[config.mk]
export PLATFORM = sky130hd
export DESIGN_NAME = change_dispenser_flat
export DESIGN_NICKNAME = d
export VERILOG_FILES = /design/src/rtl/change_dispenser_pkg.sv /design/src/rtl/change_dispenser_if.sv /design/src/rtl/change_dispenser_coin_select.sv /design/src/rtl/change_dispenser.sv /design/src/flat_wrapper.sv
export SDC_FILE = /design/constraint.sdc
export NUM_CORES = 1
export LEC_CHECK = 0
export ABC_AREA = 1
export BUFFER_PORTS_ARGS = -buffer_cell sky130_fd_sc_hd__buf_2
export CAP_MARGIN = 20
export CORE_MARGIN = 2
export CORE_UTILIZATION = 40
export DETAILED_ROUTE_END_ITERATION = 7
export SYNTH_ARGS = -nofsm -noshare
export SYNTH_HDL_FRONTEND = slang
export SYNTH_SLANG_ARGS = --single-unit
export TNS_END_PERCENT = 10
[constraint.sdc]
create_clock -name clk -period 1.8 [get_ports clk]
set_input_delay 0.36 -clock clk [delete_from_list [all_inputs] [get_ports clk]]
set_output_delay 0.36 -clock clk [all_outputs]
set_load 0.005 [all_outputs]
[src/rtl/change_dispenser_pkg.sv]
// Shared definitions for the change dispenser: coin encodings, the coin_value helper and FSM states.
// The SHORT state only exists when HOPPER_STOCK_EN is defined.
package change_dispenser_pkg;

    typedef enum logic [1:0] {
        C0 = 2'b00,
        C1 = 2'b01,
        C2 = 2'b10,
        C5 = 2'b11
    } coin_e;

    typedef enum logic [2:0] {
        ST_IDLE   = 3'd0,
        ST_SELECT = 3'd1,
        ST_OFFER  = 3'd2,
`ifdef HOPPER_STOCK_EN
        ST_FIN    = 3'd3,
        ST_SHORT  = 3'd4
`else
        ST_FIN    = 3'd3
`endif
    } disp_state_e;

    function automatic logic [2:0] coin_value(input coin_e code);
        logic [2:0] val;
        case (code)
            C1:      val = 3'd1;
            C2:      val = 3'd2;
            C5:      val = 3'd5;
            default: val = 3'd0;
        endcase
        return val;
    endfunction

endpackage

[src/rtl/change_dispenser_if.sv]
// Coin hopper handshake: the dispenser offers coin_out with coin_valid, the hopper answers with coin_ready.
interface change_dispenser_if;
    logic [1:0] coin_out;
    logic       coin_valid;
    logic       coin_ready;

    modport master (output coin_out, output coin_valid, input coin_ready);
    modport slave  (input coin_out, input coin_valid, output coin_ready);
endinterface

[src/rtl/change_dispenser_coin_select.sv]
// Combinational chooser: largest coin in {5,2,1} that fits the remaining amount and is in stock.
module change_dispenser_coin_select
    import change_dispenser_pkg::*;
#(
    parameter int CHANGE_W = 4
) (
    input  logic [CHANGE_W-1:0] remaining_i,
    input  logic [2:0]          avail_i,
    output coin_e               code_o,
    output logic [CHANGE_W-1:0] value_o,
    output logic                none_avail_o
);

    // Priority pick, largest denomination first; avail_i is {C5, C2, C1}.
    always_comb begin
        code_o       = C0;
        none_avail_o = 1'b1;
        if (avail_i[2] && (remaining_i >= CHANGE_W'(3'd5))) begin
            code_o       = C5;
            none_avail_o = 1'b0;
        end else if (avail_i[1] && (remaining_i >= CHANGE_W'(2'd2))) begin
            code_o       = C2;
            none_avail_o = 1'b0;
        end else if (avail_i[0] && (remaining_i >= CHANGE_W'(1'd1))) begin
            code_o       = C1;
            none_avail_o = 1'b0;
        end else begin
            code_o       = C0;
            none_avail_o = 1'b1;
        end
    end

    assign value_o = CHANGE_W'(coin_value(code_o));

endmodule

[src/rtl/change_dispenser.sv]
// Pays out change_in as a largest-first coin sequence over a valid/ready hopper handshake.
// HOPPER_STOCK_EN adds per-denomination stock counters, refill input and short/shortfall reporting.
module change_dispenser
    import change_dispenser_pkg::*;
#(
    parameter int CHANGE_W = 4
`ifdef HOPPER_STOCK_EN
    ,
    parameter int STOCK_W    = 4,
    parameter int STOCK_INIT = 8
`endif
) (
    input  logic                clk,
    input  logic                rst,
    input  logic                done,
    input  logic [CHANGE_W-1:0] change_in,
    change_dispenser_if.master  coin_if,
    output logic                busy,
    output logic                pay_done,
    output logic                overrun
`ifdef HOPPER_STOCK_EN
    ,
    input  logic                refill,
    output logic                short,
    output logic [CHANGE_W-1:0] shortfall
`endif
);

    disp_state_e         state_q, state_d;
    logic [CHANGE_W-1:0] remaining_q, remaining_d;
    logic [CHANGE_W-1:0] val_q, val_d;
    coin_e               code_q, code_d;
    coin_e               coin_out_q;
    logic                coin_valid_q, busy_q, pay_done_q, overrun_q, overrun_d;
    coin_e               sel_code_s;
    logic [CHANGE_W-1:0] sel_value_s;
    logic                none_avail_s;
    logic [2:0]          avail_s;
    logic                hs_s;

`ifdef HOPPER_STOCK_EN
    logic [STOCK_W-1:0]  stock_q [3];
    logic [STOCK_W-1:0]  stock_d [3];
    logic                short_q;
    logic [CHANGE_W-1:0] shortfall_q;

    assign avail_s = {stock_q[2] != {STOCK_W{1'b0}},
                      stock_q[1] != {STOCK_W{1'b0}},
                      stock_q[0] != {STOCK_W{1'b0}}};
`else
    assign avail_s = 3'b111;
`endif

    assign hs_s = coin_valid_q && coin_if.coin_ready;

    change_dispenser_coin_select #(.CHANGE_W(CHANGE_W)) u_coin_select (
        .remaining_i  (remaining_q),
        .avail_i      (avail_s),
        .code_o       (sel_code_s),
        .value_o      (sel_value_s),
        .none_avail_o (none_avail_s)
    );

    // Next-state, remaining-amount and stock bookkeeping.
    always_comb begin
        state_d     = state_q;
        remaining_d = remaining_q;
        code_d      = code_q;
        val_d       = val_q;
        overrun_d   = done && (state_q != ST_IDLE);
`ifdef HOPPER_STOCK_EN
        stock_d     = stock_q;
`endif
        case (state_q)
            ST_IDLE: begin
                if (done) begin
                    if (change_in != {CHANGE_W{1'b0}}) begin
                        remaining_d = change_in;
                        state_d     = ST_SELECT;
                    end else begin
                        state_d     = ST_FIN;
                    end
                end else begin
                    state_d = ST_IDLE;
                end
`ifdef HOPPER_STOCK_EN
                if (refill) begin
                    for (int i = 0; i < 3; i++) stock_d[i] = STOCK_W'(STOCK_INIT);
                end else begin
                    stock_d = stock_q;
                end
`endif
            end
            ST_SELECT: begin
                if (none_avail_s) begin
`ifdef HOPPER_STOCK_EN
                    state_d     = ST_SHORT;
`else
                    // Unreachable without stock limits; bail out cleanly.
                    remaining_d = {CHANGE_W{1'b0}};
                    state_d     = ST_FIN;
`endif
                end else begin
                    code_d  = sel_code_s;
                    val_d   = sel_value_s;
                    state_d = ST_OFFER;
                end
            end
            ST_OFFER: begin
                if (hs_s) begin
                    remaining_d = remaining_q - val_q;
`ifdef HOPPER_STOCK_EN
                    case (code_q)
                        C1:      stock_d[0] = stock_q[0] - STOCK_W'(1'b1);
                        C2:      stock_d[1] = stock_q[1] - STOCK_W'(1'b1);
                        C5:      stock_d[2] = stock_q[2] - STOCK_W'(1'b1);
                        default: stock_d    = stock_q;
                    endcase
`endif
                    if (remaining_d == {CHANGE_W{1'b0}}) begin
                        state_d = ST_FIN;
                    end else begin
                        state_d = ST_SELECT;
                    end
                end else begin
                    state_d = ST_OFFER;
                end
            end
            ST_FIN: begin
                state_d = ST_IDLE;
            end
`ifdef HOPPER_STOCK_EN
            ST_SHORT: begin
                if (refill) begin
                    for (int i = 0; i < 3; i++) stock_d[i] = STOCK_W'(STOCK_INIT);
                    state_d = ST_SELECT;
                end else begin
                    state_d = ST_SHORT;
                end
            end
`endif
            default: begin
                state_d     = ST_IDLE;
                remaining_d = {CHANGE_W{1'b0}};
            end
        endcase
    end

    // State and registered outputs, decoded from the next state so they align with it.
    always_ff @(posedge clk) begin
        if (!rst) begin
            state_q      <= ST_IDLE;
            remaining_q  <= {CHANGE_W{1'b0}};
            val_q        <= {CHANGE_W{1'b0}};
            code_q       <= C0;
            coin_out_q   <= C0;
            coin_valid_q <= 1'b0;
            busy_q       <= 1'b0;
            pay_done_q   <= 1'b0;
            overrun_q    <= 1'b0;
`ifdef HOPPER_STOCK_EN
            short_q      <= 1'b0;
            shortfall_q  <= {CHANGE_W{1'b0}};
            for (int i = 0; i < 3; i++) stock_q[i] <= STOCK_W'(STOCK_INIT);
`endif
        end else begin
            state_q      <= state_d;
            remaining_q  <= remaining_d;
            val_q        <= val_d;
            code_q       <= code_d;
            coin_out_q   <= (state_d == ST_OFFER) ? code_d : C0;
            coin_valid_q <= (state_d == ST_OFFER);
            busy_q       <= (state_d != ST_IDLE);
            pay_done_q   <= (state_d == ST_FIN);
            overrun_q    <= overrun_d;
`ifdef HOPPER_STOCK_EN
            short_q      <= (state_d == ST_SHORT);
            shortfall_q  <= (state_d == ST_SHORT) ? remaining_d : {CHANGE_W{1'b0}};
            stock_q      <= stock_d;
`endif
        end
    end

    assign coin_if.coin_out   = coin_out_q;
    assign coin_if.coin_valid = coin_valid_q;
    assign busy               = busy_q;
    assign pay_done           = pay_done_q;
    assign overrun            = overrun_q;
`ifdef HOPPER_STOCK_EN
    assign short              = short_q;
    assign shortfall          = shortfall_q;
`endif

endmodule

[src/flat_wrapper.sv]
// flat-port wrapper written by rule: the top's interface ports become plain ports
module change_dispenser_flat import change_dispenser_pkg::*;
#(
    parameter int CHANGE_W = 4

)
  (clk, rst, done, change_in, busy, pay_done, overrun, coin_if_coin_out, coin_if_coin_valid, coin_if_coin_ready);
  change_dispenser_if coin_if_i ();
  input  logic clk;
  input  logic rst;
  input  logic done;
  input  logic [CHANGE_W-1:0] change_in;
  output logic busy;
  output logic pay_done;
  output logic overrun;
  output wire logic [$bits(coin_if_i.coin_out)-1:0] coin_if_coin_out;
  output wire logic [$bits(coin_if_i.coin_valid)-1:0] coin_if_coin_valid;
  input wire logic [$bits(coin_if_i.coin_ready)-1:0] coin_if_coin_ready;
  assign coin_if_coin_out = coin_if_i.coin_out;
  assign coin_if_coin_valid = coin_if_i.coin_valid;
  assign coin_if_i.coin_ready = coin_if_coin_ready;
  change_dispenser #(.CHANGE_W(CHANGE_W)) u_core (.clk(clk), .rst(rst), .done(done), .change_in(change_in), .coin_if(coin_if_i), .busy(busy), .pay_done(pay_done), .overrun(overrun));
endmodule
## After elaboration in Yosys (flattened, before gate mapping)

Cells that the tools add are included.

- Logic and storage cells: 57
- Output and inout bits: 6
- Register bits after elaboration: 18

- Bitwise operators: 2
- Equality and inequality tests: 12
- Muxes and demuxes: 20
- Add/sub/neg operators: 1
- $lt $le $gt $ge: 3
- Reduce and logical (&&, ||, !) cells: 10

Operators with widths:

| operator | count |
|---|---|
| $pmux 3 s3 | 2 |
| $mux 2 | 8 |
| $mux 4 | 4 |
| $pmux 4 s4 | 1 |
| $eq 3x2->1 const B | 4 |
| $ne 2x1->1 const B | 3 |
| $reduce_bool 3->1 | 2 |
| $mux 1 | 5 |
| $reduce_and 5->1 | 1 |
| $eq 2x2->1 const B | 2 |
| $ge 4x1->1 const B | 1 |
| $ge 4x2->1 const B | 1 |
| $ge 4x3->1 const B | 1 |
| $logic_not 4->1 | 1 |
| $reduce_and 2->1 | 2 |
| $reduce_bool 4->1 | 1 |
| $sub 4x3->4 | 1 |
| $eq 3x1->1 const B | 1 |
| $logic_not 3->1 | 1 |
| $eq 2x1->1 const B | 1 |
| $logic_and 1x1->1 | 2 |
| $ne 2x2->1 const B | 1 |
| $not 1->1 | 2 |

## Depth between registers and ports, before layout

Gate-level depths: netlist of run 1.

- Depth after elaboration: 8
- Gate-level depth with buffers: 12
- Gate-level depth less buffers: 12

## By module

From an unflattened synthesis of run 1, not the netlist that was laid out.

- Cells, all modules: 151
- Area, all modules: 1,027.2 um^2

By module, submodules not included:

| module | cells each | times used | area each (um^2) | seq. area each (um^2) |
|---|---|---|---|---|
| change_dispenser | 126 | 1 | 893.4 | 360.3 |
| change_dispenser_coin_select | 25 | 1 | 133.9 | 0.0 |

## Least setup slack after synthesis of run 1

No wires, ideal clock.

- Path kind: register -> register
- Start point: reg u_core.remaining_q[0]
- End point: reg u_core.coin_out_q[1], in the netlist u_core.coin_if.coin_out[1]
- Data arrival time: 1.598 ns
- Buffers on the path: 0
- Setup slack: 0.138 ns
- Stages on the path, launching flop included: 12
- Clock period less this slack: 1.662 ns
- Cells stage by stage: dfxtp_1 -> inv_1 -> ha_1 -> inv_1 -> fa_1 -> nor2_1 -> nand2_2 -> nor2_2 -> nand3_2 -> nand2_2 -> nand3_2 -> nor2_1

- Cells in the longest elaborated chain, start to end: 8
- Elaborated cells on any way between the ends: 18
- Classes of those cells: 1 x add/sub; 3 x order compare; 1 x eq/ne; 11 x mux; 2 x reduce/logical

Ends and longest elaborated chain:

| what | RTL line | text |
|---|---|---|
| from (decl) | change_dispenser.sv:30 | `logic [CHANGE_W-1:0] remaining_q, remaining_d;` |
| from (signal assigned) | change_dispenser.sv:153 | `remaining_q <= {CHANGE_W{1'b0}};` |
| from (signal assigned) | change_dispenser.sv:168 | `remaining_q <= remaining_d;` |
| $ge 4x1->1 | change_dispenser_coin_select.sv:24 | `end else if (avail_i[0] && (remaining_i >= CHANGE_W'(1'd1))) begin` |
| $mux 1 | change_dispenser_coin_select.sv:24 |  |
| $mux 1 | change_dispenser_coin_select.sv:21 | `end else if (avail_i[1] && (remaining_i >= CHANGE_W'(2'd2))) begin` |
| $mux 1 | change_dispenser_coin_select.sv:18 | `if (avail_i[2] && (remaining_i >= CHANGE_W'(3'd5))) begin` |
| $mux 1 | change_dispenser.sv:95 | `if (none_avail_s) begin` |
| $pmux 3 s3 | change_dispenser.sv:74 | `case (state_q)` |
| $eq 3x2->1 | change_dispenser.sv:171 | `coin_out_q <= (state_d == ST_OFFER) ? code_d : C0;` |
| $reduce_and 2->1 (no line) | n/a |  |
| to (signal assigned) | change_dispenser.sv:171 |  |
| to (decl) | change_dispenser.sv:33 | `coin_e coin_out_q;` |

Parallel ways exist; a longest one is shown, timed or not.
A chain may end at the register's enable or synchronous reset.

## Final worst setup path of run 1

Same ends and word-level chain as after synthesis.

==> results of run 1 <==
-- layer usage --
metal	up-vias	track usage (%)	share of wire [%]
met5	-	0	0
met4	0	10.5	1.9
met3	4	3.74	3.1
met2	8	25.9	48
met1	381	19.9	47
li1	436	-	-
-- cell type report --
| class | instances | share of cell area [%] |
|---|---|---|
| Tap cell | 28 | 3.30 |
| Timing Repair Buffer | 13 | 6.13 |
| Sequential cell | 17 | 32.3 |
| Inverter | 25 | 8.84 |
| Clock buffer | 4 | 2.48 |
| Multi-Input combinational cell | 89 | 46.9 |
-- per-stage QoR --
stage,instance area [um^2],hold slack [ns],std cells,util [%],TNS (ns)
final,1060,0.325,176,48.4,0
after global routing,1060,0.346,176,48.4,-0.170
after CTS,1040,0.314,176,47.6,0
after detailed placement,1010,0.458,172,46.3,-0.0278
after global placement,1010,0.459,172,46.3,0
after floorplan,922,0.445,132,-,0
-- how the worst min path moves through the flow --
stage | startpoint | endpoint | cells after the start | slack [ns]
2_1_floorplan | u_core.val_q[2]$_SDFFE_PN0N_ | u_core.val_q[2]$_SDFFE_PN0N_ | 2 | 0.45
3_3_place_gp | u_core.val_q[2]$_SDFFE_PN0N_ | u_core.val_q[2]$_SDFFE_PN0N_ | 2 | 0.46
3_5_place_dp | u_core.val_q[2]$_SDFFE_PN0N_ | u_core.val_q[2]$_SDFFE_PN0N_ | 2 | 0.46
4_1_cts | done | u_core.overrun$_SDFF_PN0_ | 3 | 0.31
5_1_grt | done | u_core.overrun$_SDFF_PN0_ | 3 | 0.35
6_report | done | u_core.overrun$_SDFF_PN0_ | 3 | 0.33
-- cells in the final DEF (no fill, tap or decap), types with 5 or more instances in the layout --
cell type / instances
nand2_1: 28
nor2_1: 19
inv_1: 17
dfxtp_1: 15
buf_2: 13
inv_2: 8
a21oi_1: 7
nand3_1: 6
nor2_2: 5
nand2_2: 5
-- cell usage after synthesis, drive strengths merged --
cell | n | share of area, %
a22oi | 2 | 1.6
inv | 25 | 10
buf | 1 | 0.81
nand3 | 8 | 5.4
a21oi | 8 | 4.7
dfxtp | 17 | 37
fa | 1 | 2.2
ha | 3 | 4.1
nand2 | 34 | 16
nor2 | 27 | 14
o22ai | 1 | 0.68
o21ai | 5 | 3.1
-- what timing repair did --
item	4_1_cts	5_1_grt
endpoints found under the setup margin	2	5
endpoints found under the hold margin	0	0
pin swaps	3	0
resized for setup	3	5
-- state kept, by name (all words and copies together) (netlist names) --
name and flops:
u_core.remaining_q 4, u_core.val_q 3, u_core.code_q 2, u_core.coin_if.coin_out 2, u_core.state_q 2, u_core.busy 1
u_core.coin_if.coin_valid 1, u_core.overrun 1, u_core.pay_done 1
-- power groups by stage --
| stage | combinational, mW | sequential (mW) | clock [mW] |
|---|---|---|---|
| after global routing | 1.07 | 0.604 | 0.235 |
| final | 0.936 | 0.590 | 0.204 |
| after global placement | 0.887 | 0.584 | 0 |
| after CTS | 0.903 | 0.584 | 0.216 |
| after detailed placement | 0.897 | 0.588 | 0 |
| after floorplan | 0.714 | 0.572 | 0 |
-- logic make-up after synthesis --
group	count (synthesis)
adders and majority gates	4
buffers and inverters	26
and+or+nand+nor	69
AOI/OAI and AO/OA	16
DFF	17
-- critical path, cell delays in order (launching register included) --
cell and delay [ns]:
dfxtp_2 0.33, inv_2 0.07, ha_4 0.13, inv_2 0.04, fa_1 0.48, nor2_2 0.12, nand2_2 0.06, nor2_2 0.09
nand3_2 0.10, nand2_2 0.08, nand3_2 0.09, nor2_2 0.12
==> flow_metrics.env, run 1 <==
export IMPL_post_drt_wl_per_cell_um=10.7
export IMPL_worst_r2r_path_depth=11
export IMPL_p_leak_nw=0.536
export IMPL_grt_antenna_before_repair=0
export IMPL_synth_seq_cells=17
export IMPL_period_needed_ns=1.75
export IMPL_vias=829
export IMPL_routed_via_density=4.71
export IMPL_gp_congestion=0.826
export IMPL_synth_top_family_by_area="simple AND/OR/NAND/NOR gates"
export IMPL_skew_ns=0.0112
export IMPL_pre_cts_slack_ns=-0.0278
export IMPL_dr_pass1_iters=4
export IMPL_p_per_area_nw_per_um2=1630
export IMPL_cts_hold_buffers=0
export IMPL_synth_nets=144
export IMPL_die_h_um=52.0
export IMPL_synthXorXnorAreaFrac_pct=0
export IMPL_core_um2=2190
export IMPL_slew_headroom_pct=74.7
export IMPL_clock_power_share_pct=11.8
export IMPL_multi_input_area_um2=498
export IMPL_hpwl_um=1520
export IMPL_endpoint_kind="flop"
export IMPL_cp_required_ns=2.04
export IMPL_max_freq_ghz=0.570
export IMPL_drv_slew=0
export IMPL_worstReg2RegEnd="u_core.coin_if.coin_out[1]$_SDFF_PN0_"
export IMPL_cts_buffers=3
export IMPL_drc_errors=0
export IMPL_grt_overflow=0
export IMPL_n_fill_cell=245
export IMPL_synthesis_instances=132
export IMPL_synth_cell_area_um2=922
export IMPL_outcome="completed"
export IMPL_power_share_combinational_pct=54.1
export IMPL_setup_viol_count_final=0
export IMPL_power_switching_mw=0.807
export IMPL_worstPathArrival_ns=1.99
export IMPL_register_area_um2=343
export IMPL_clk_latency_ns=0.29
export IMPL_drtIter0Drc=17
export IMPL_cts_max_level=1
export IMPL_tightest_slew_ns=0.375
export IMPL_grt_pass1_wl_um=3180
export IMPL_r2r_slack_ns=0.05
export IMPL_row_count=17
export IMPL_grt_pass1_vias=764
export IMPL_critPathLaunch="u_core.remaining_q[0]$_SDFFE_PN0P_"
export IMPL_cts_sinks=17
export IMPL_synth_distinct_cells=21
export IMPL_crit_path_start_kind="flop"
export IMPL_seq_power_share_pct=34.1
export IMPL_syn_avg_cell_area_um2=6.99
export IMPL_antenna_left=0
export IMPL_start_util_pct=42.1
export IMPL_dieArea_um2=2710
export IMPL_n_antenna_cell=0
export IMPL_fp_dieW_um=52.0
export IMPL_worstSetupPathType="flop to flop"
export IMPL_setup_slack_ns=0.0467
export IMPL_area_growth_pct=15.1
export IMPL_ios=14
export IMPL_clk_pin_slew_worst_paths_ns=0.10
export IMPL_period_share_pct=97.4
export IMPL_synthMuxAreaShare_pct=0
export IMPL_internal_power_mw=0.923
export IMPL_synthAdderAreaFrac_pct=6.24
export IMPL_fin_total_pwr_mw=1.73
export IMPL_seq_area_frac_synth_pct=36.9
export IMPL_crit_fanout=3
export IMPL_drive_above_1_share_pct=30.4
export IMPL_clockBufferDepth=2
export IMPL_hp_class="input port to flop"
export IMPL_maxCapViolations=0
export IMPL_synthSimpleGateAreaFrac_pct=35.7
export IMPL_timing_rr_start="u_core.remaining_q[0]$_SDFFE_PN0P_"
export IMPL_grt_max_degree=10
export IMPL_vdd_ir_drop_max_mv=0.828
export IMPL_wl_um=1880
export IMPL_post_cts_buffers=0
export IMPL_nNetsFinal=161
export IMPL_track_usage_pct=16.4
export IMPL_synth_compound_area_share_pct=10.2
export IMPL_sw_frac_of_total_pct=46.6
export IMPL_hold_viol_final=0
export IMPL_numPortBuffers=13
export IMPL_ys_warn_count=0
export IMPL_cts_tree="built"
export IMPL_setup_worst_path_end="u_core.coin_if.coin_out[1]$_SDFF_PN0_"
export IMPL_cts_root_buf="clkbuf_4"
export IMPL_rsz0062_at_grt="true"
Note: power is estimated with default switching activity, not from simulation.
==> run 2: changes to the inputs <==
--- a/config.mk
+++ b/config.mk
@@ -13,5 +13,6 @@
 export DETAILED_ROUTE_END_ITERATION = 7
 export SYNTH_ARGS = -nofsm -noshare
 export SYNTH_HDL_FRONTEND = slang
+export SYNTH_HIERARCHICAL = 1
 export SYNTH_SLANG_ARGS = --single-unit
 export TNS_END_PERCENT = 10
==> flow_metrics.env, run 2 <==
export IMPL_path_buf_inv=1
export IMPL_post_drt_wl_per_cell_um=10.1
export IMPL_grt_pass1_wl_um=3370
export IMPL_critPathTopFamily="adder cells"
export IMPL_skew_ns=0.00156
export IMPL_grtUsageMet3_pct=3.28
export IMPL_setup_viol_count_final=0
export IMPL_cts_hold_buffers=0
export IMPL_outcome="completed"
export IMPL_ys_warn_count=6
export IMPL_critPathSlowestCell="fa_1"
export IMPL_max_freq_ghz=0.568
export IMPL_drc_errors=0
export IMPL_rsz0062_at_grt="true"
export IMPL_dieArea_um2=2990
export IMPL_synth_top_area_cell="dfxtp_1"
export IMPL_final_cell_count_no_fill=199
export IMPL_ios=14
export IMPL_clk_pin_slew_worst_paths_ns=0.10
export IMPL_final_common_cell="nand2_1"
export IMPL_drv_slew=0
export IMPL_die_h_um=54.7
export IMPL_clockBufferDepth=2
export IMPL_synth_edf_count=0
export IMPL_fp_dieW_um=54.7
export IMPL_vias=923
export IMPL_setup_slack_ns=0.0402
export IMPL_seq_area_frac_synth_pct=35.1
export IMPL_antenna_left=0
export IMPL_crit_path_start_kind="flop"
export IMPL_synth_seq_cells=18
export IMPL_cts_root_buf="clkbuf_4"
export IMPL_cp_slowest_stage_delay_ns=0.51
export IMPL_wl_um=2000
export IMPL_core_um2=2450
export IMPL_hpwl_um=1650
export IMPL_pre_cts_slack_ns=-0.000525
export IMPL_drtIter0Drc=14
export IMPL_period_share_pct=97.8
export IMPL_ys_top_cells_by_count="nand2_1, inv_1, nor2_1"
export IMPL_synth_most_common_cell="nand2_1"
export IMPL_worstPathArrival_ns=1.99
export IMPL_grt_max_degree=14
export IMPL_worstSetupPathType="flop to flop"
export IMPL_fin_total_pwr_mw=1.87
export IMPL_cts_tree="built"
export IMPL_reg_largest_list="u_core/remaining_q: 4 flops, u_core/val_q: 4 flops"
export IMPL_row_count=18
export IMPL_n_fill_cell=281
export IMPL_cts_max_level=1
export IMPL_grt_util_met2_pct=28.0
export IMPL_area_growth_pct=13.5
export IMPL_endpoint_kind="flop"
export IMPL_track_usage_pct=15.9
export IMPL_numPortBuffers=13
export IMPL_n_antenna_cell=0
export IMPL_cts_sinks=18
export IMPL_async_reset_ff_share_pct=0
export IMPL_grt_overflow=0
export IMPL_crit_chain="inv_2, ha_4, fa_1, nand4_1, nor2_1, nand3_1, nand2_2, nand3_2, nor2_1"
export IMPL_cts_buffers=3
export IMPL_hold_viol_final=0
export IMPL_hp_class="input port to flop"
export IMPL_p_per_area_nw_per_um2=1600
export IMPL_p_leak_nw=0.620
export IMPL_synth_cell_area_um2=1030
export IMPL_final_cell_mix="nand2_1, inv_1, nor2_1"
export IMPL_maxCapViolations=0
export IMPL_crit_top_cell="nor2_1"
export IMPL_vdd_ir_drop_max_mv=0.757
export IMPL_post_place_cells=196
export IMPL_dr_pass1_iters=4
export IMPL_synth_main_ff_cell="dfxtp_1"
export IMPL_syn_avg_cell_area_um2=6.80
export IMPL_clk_latency_ns=0.28
export IMPL_gp_congestion=0.763
export IMPL_drive_above_1_share_pct=23.7
export IMPL_nNetsFinal=183
export IMPL_cp_required_ns=2.03
export IMPL_busiest_layer="met2"
export IMPL_synthesis_instances=151
export IMPL_crit_fanout=3
export IMPL_routed_via_density=4.64
export IMPL_start_util_pct=41.8
export IMPL_synth_top_area_share_pct=35.1
export IMPL_grt_pass1_vias=886
export IMPL_period_needed_ns=1.76
export IMPL_yosys_top_cells_area="dfxtp_1, nand2_1, inv_1"
export IMPL_grt_antenna_before_repair=0
export IMPL_post_cts_buffers=0
export IMPL_use_met1_pct=18.1
export IMPL_synth_distinct_cells=23
-- run 2: final timing paths --
path	start	to	slack [ns]	cells after the start
min reg2reg	u_core/val_q[2]$_SDFFE_PN0P_	u_core/val_q[2]$_SDFFE_PN0P_	0.47	2
min	done	u_core/overrun$_SDFF_PN0_	0.32	3
max	u_core/remaining_q[0]$_SDFFE_PN0P_	u_core/coin_if.coin_out[0]$_SDFF_PN0_	0.04	9
max reg2reg	u_core/remaining_q[0]$_SDFFE_PN0P_	u_core/coin_if.coin_out[0]$_SDFF_PN0_	0.04	9
-- run 2: routing by layer --
layer	vias to the layer above	part of all wire (%)
li1	492	-
met1	406	42
met2	23	52
met3	2	4.5
met4	0	0.75
met5	-	0
-- run 2: layout make-up --
type | instances | area (um^2) | share of cell area, %
well taps | 30 | 37.5 | 3.22
clock buffers | 3 | 22.5 | 1.93
inverters | 29 | 110 | 9.44
multi-input cells | 105 | 562 | 48.2
repair buffers | 14 | 72.6 | 6.22
flip-flops and latches | 18 | 362 | 31.0
-- run 2: metrics by stage --
| step | setup TNS [ns] | hold slack [ns] | utilization [%] | cell area [um^2] |
|---|---|---|---|---|
| final | 0 | 0.316 | 47.5 | 1170 |
| after global routing | -0.0523 | 0.316 | 47.5 | 1170 |
| after CTS | 0 | 0.304 | 47.0 | 1150 |
| after detailed placement | -0.000525 | 0.464 | 46.0 | 1130 |
| after global placement | 0 | 0.457 | 46.0 | 1130 |
| after floorplan | 0 | 0.433 | - | 1040 |
-- run 2: cells by family after synthesis --
logic type / after synthesis / share of synthesized area [%]
AND/OR/NAND/NOR: 77 / 35.7
AO/OA/AOI/OAI: 16 / 8.04
buffers and inverters: 32 / 12.9
other: 2 / 0.731
flip-flops: 18 / 35.1
adder cells (fa/ha/maj): 4 / 5.60
multiplexers: 2 / 1.95
-- run 2: repair_timing --
item	CTS	global route
pin swaps	0	1
resized for setup	1	3
endpoints found under the setup margin	2	6
-- run 2: worst min-delay path, cell delays in order --
cell and delay, ns:
buf_2 0.12, nand2_1 0.05, nor2_1 0.03
-- run 2: power breakdown --
part / total (mW) / internal, mW / switching (mW)
combinational: 1.07 / 0.396 / 0.670
clock: 0.193 / 0.0776 / 0.115
sequential: 0.607 / 0.516 / 0.0919
total: 1.87 / 0.989 / 0.877
==> run 3: changes to the inputs <==
--- a/config.mk
+++ b/config.mk
@@ -5,7 +5,6 @@
 export SDC_FILE = /design/constraint.sdc
 export NUM_CORES = 1
 export LEC_CHECK = 0
-export ABC_AREA = 1
 export BUFFER_PORTS_ARGS = -buffer_cell sky130_fd_sc_hd__buf_2
 export CAP_MARGIN = 20
 export CORE_MARGIN = 2
==> flow_metrics.env, run 3 <==
export IMPL_grt_antenna_before_repair=0
export IMPL_drive_above_1_share_pct=35.9
export IMPL_crit_path_start_kind="flop"
export IMPL_synth_top_area_share_pct=34.7
export IMPL_syn_avg_cell_area_um2=8.88
export IMPL_grt_max_degree=11
export IMPL_rsz0062_at_grt="true"
export IMPL_clockBufferDepth=2
export IMPL_async_reset_ff_share_pct=0
export IMPL_period_share_pct=101
export IMPL_row_count=18
export IMPL_antenna_left=0
export IMPL_gp_congestion=0.826
export IMPL_synth_seq_cells=18
export IMPL_clk_pin_slew_worst_paths_ns=0.12
export IMPL_tns_ns=-0.0321
export IMPL_yosys_top_cells_area="dfxtp_1, mux2i_1, nor2_1"
export IMPL_core_um2=2480
export IMPL_cts_sinks=18
export IMPL_drv_slew=0
export IMPL_slew_headroom_pct=62.5
export IMPL_start_util_pct=41.9
export IMPL_worstSetupPathType="flop to flop"
export IMPL_whs_ns=0.323
export IMPL_drtIter0Drc=17
export IMPL_crit_fanout=6
export IMPL_grt_overflow=0
export IMPL_final_common_cell="nor2_1"
export IMPL_synth_main_ff_cell="dfxtp_1"
export IMPL_synth_distinct_cells=39
export IMPL_max_freq_ghz=0.547
export IMPL_grt_pass1_vias=892
export IMPL_hold_viol_final=0
export IMPL_synth_top_area_cell="dfxtp_1"
export IMPL_outcome="finished, violations left"
export IMPL_reg_largest_list="u_core/remaining_q: 4 flops, u_core/val_q: 4 flops"
export IMPL_vdd_ir_drop_max_mv=0.937
export IMPL_final_cell_mix="nor2_1, dfxtp_1, buf_2, buf_4"
export IMPL_seq_area_frac_synth_pct=34.7
export IMPL_hpwl_um=1900
export IMPL_area_growth_pct=32.4
export IMPL_cp_slowest_stage_delay_ns=0.57
export IMPL_period_needed_ns=1.83
export IMPL_design_area_um2=1380
export IMPL_setup_viol_count_final=2
export IMPL_fp_dieW_um=55.0
export IMPL_cts_buffers=3
export IMPL_violations="negative setup slack"
export IMPL_cts_hold_buffers=0
export IMPL_ys_warn_count=6
export IMPL_skew_ns=0.0178
export IMPL_post_drt_wl_per_cell_um=14.8
export IMPL_synthesis_instances=117
export IMPL_synth_most_common_cell="dfxtp_1"
export IMPL_endpoint_kind="flop"
export IMPL_synth_cell_area_um2=1040
export IMPL_hp_class="input port to flop"
export IMPL_setup_slack_ns=-0.0266
export IMPL_p_per_area_nw_per_um2=1490
export IMPL_die_h_um=55.0
export IMPL_tightest_slew_ns=0.558
export IMPL_track_usage_pct=18.6
export IMPL_cts_max_level=1
export IMPL_dieArea_um2=3020
export IMPL_fin_util_pct=55.5
export IMPL_ios=14
export IMPL_crit_chain="or4_4, a21oi_4, nand2_2, o21ai_4, o211ai_1, a21oi_1"
export IMPL_numPortBuffers=13
export IMPL_routed_via_density=5.31
export IMPL_cts_tree="built"
export IMPL_ys_top_cells_by_count="dfxtp_1, nor2_1, inv_1, mux2i_1, a21oi_1"
export IMPL_pre_cts_slack_ns=-0.186
export IMPL_n_antenna_cell=0
export IMPL_maxCapViolations=0
export IMPL_critPathSlowestCell="or4_4"
export IMPL_cp_required_ns=2.02
export IMPL_synth_edf_count=0
export IMPL_vias=971
export IMPL_cts_root_buf="clkbuf_4"
export IMPL_wl_um=2710
export IMPL_dr_pass1_iters=4
export IMPL_worstPathArrival_ns=2.05
export IMPL_place_area_um2=1240
export IMPL_clk_latency_ns=0.31
export IMPL_drc_errors=0
export IMPL_p_leak_nw=0.584
export IMPL_nNetsFinal=166
export IMPL_grt_pass1_wl_um=3970
-- run 3: cell count changes after synthesis, moves of 4 or more --
| cell | change |
|---|---|
| mux2i_1 | +7 |
| nand2_1 | -24 |
| nand3_1 | -7 |
| nor2_1 | -8 |
| nand2_2 | -8 |
| inv_1 | -15 |
| nor2b_1 | +4 |
| o211ai_1 | +4 |
-- run 3: final timing paths --
path / startpoint / end / slack, ns / cells past startpoint
worst max-delay path: u_core/remaining_q[0]$_SDFFE_PN0P_ / u_core/remaining_q[2]$_SDFFE_PN0P_ / -0.03 / 6
worst min-delay path: rst / u_core/remaining_q[3]$_SDFFE_PN0P_ / 0.32 / 3
worst max register to register: u_core/remaining_q[0]$_SDFFE_PN0P_ / u_core/remaining_q[2]$_SDFFE_PN0P_ / -0.03 / 6
worst min register to register: u_core/code_q[1]$_SDFF_PN0_ / u_core/coin_if.coin_out[1]$_SDFF_PN0_ / 0.51 / 2
-- run 3: kinds of logic after synthesis --
logic type / share of synthesized area (%)
muxes: 9.76
AOI/OAI and AO/OA: 17.5
other: 0.723
and+or+nand+nor: 22.8
buffers and inverters: 6.51
adders and majority gates: 5.54
DFF: 34.7
xor gates and xnor gates: 2.53
-- run 3: metrics by stage --
stage / instances / power, mW
after floorplan: 124 / 1.27
after global placement: 176 / 1.54
after global routing: 183 / 2.19
after detailed placement: 176 / 1.56
after CTS: 181 / 1.90
final: 183 / 2.05
-- run 3: report_power, final --
part           internal [mW]  switching (mW)  total, mW
registers              0.498           0.107      0.604
clock network          0.124           0.139      0.263
logic                  0.582           0.598       1.18
total                   1.20           0.844       2.05
-- run 3: worst max-delay path, delay by kind of cell, from the launching register on --
kind	cells	cell delay [ns]
AO/OA/AOI/OAI	4	0.72
flip-flops	1	0.35
AND/OR/NAND/NOR	2	0.68
-- run 3: final cells by class --
class                   count  area [um^2]
clock buffers               4         36.3
fillers                   228         1100
inverters                  10         37.5
multi-input cells          92          699
flip-flops and latches     18          368
well taps                  30         37.5
repair buffers             29          196
-- run 3: layer usage --
layer	global-route usage, %	wire length [um]	vias to the layer above
li1	-	-	479
met1	25.8	1250	468
met2	29.0	1320	22
met3	4.30	120	2
met4	5.28	16	0
met5	0	0	-
-- run 3: timing repair --
item,4_1_cts,5_1_grt
resized for setup,6,16
gates cloned,0,0
buffers inserted,1,2
pin swaps,2,13
setup endpoints to repair,9,15
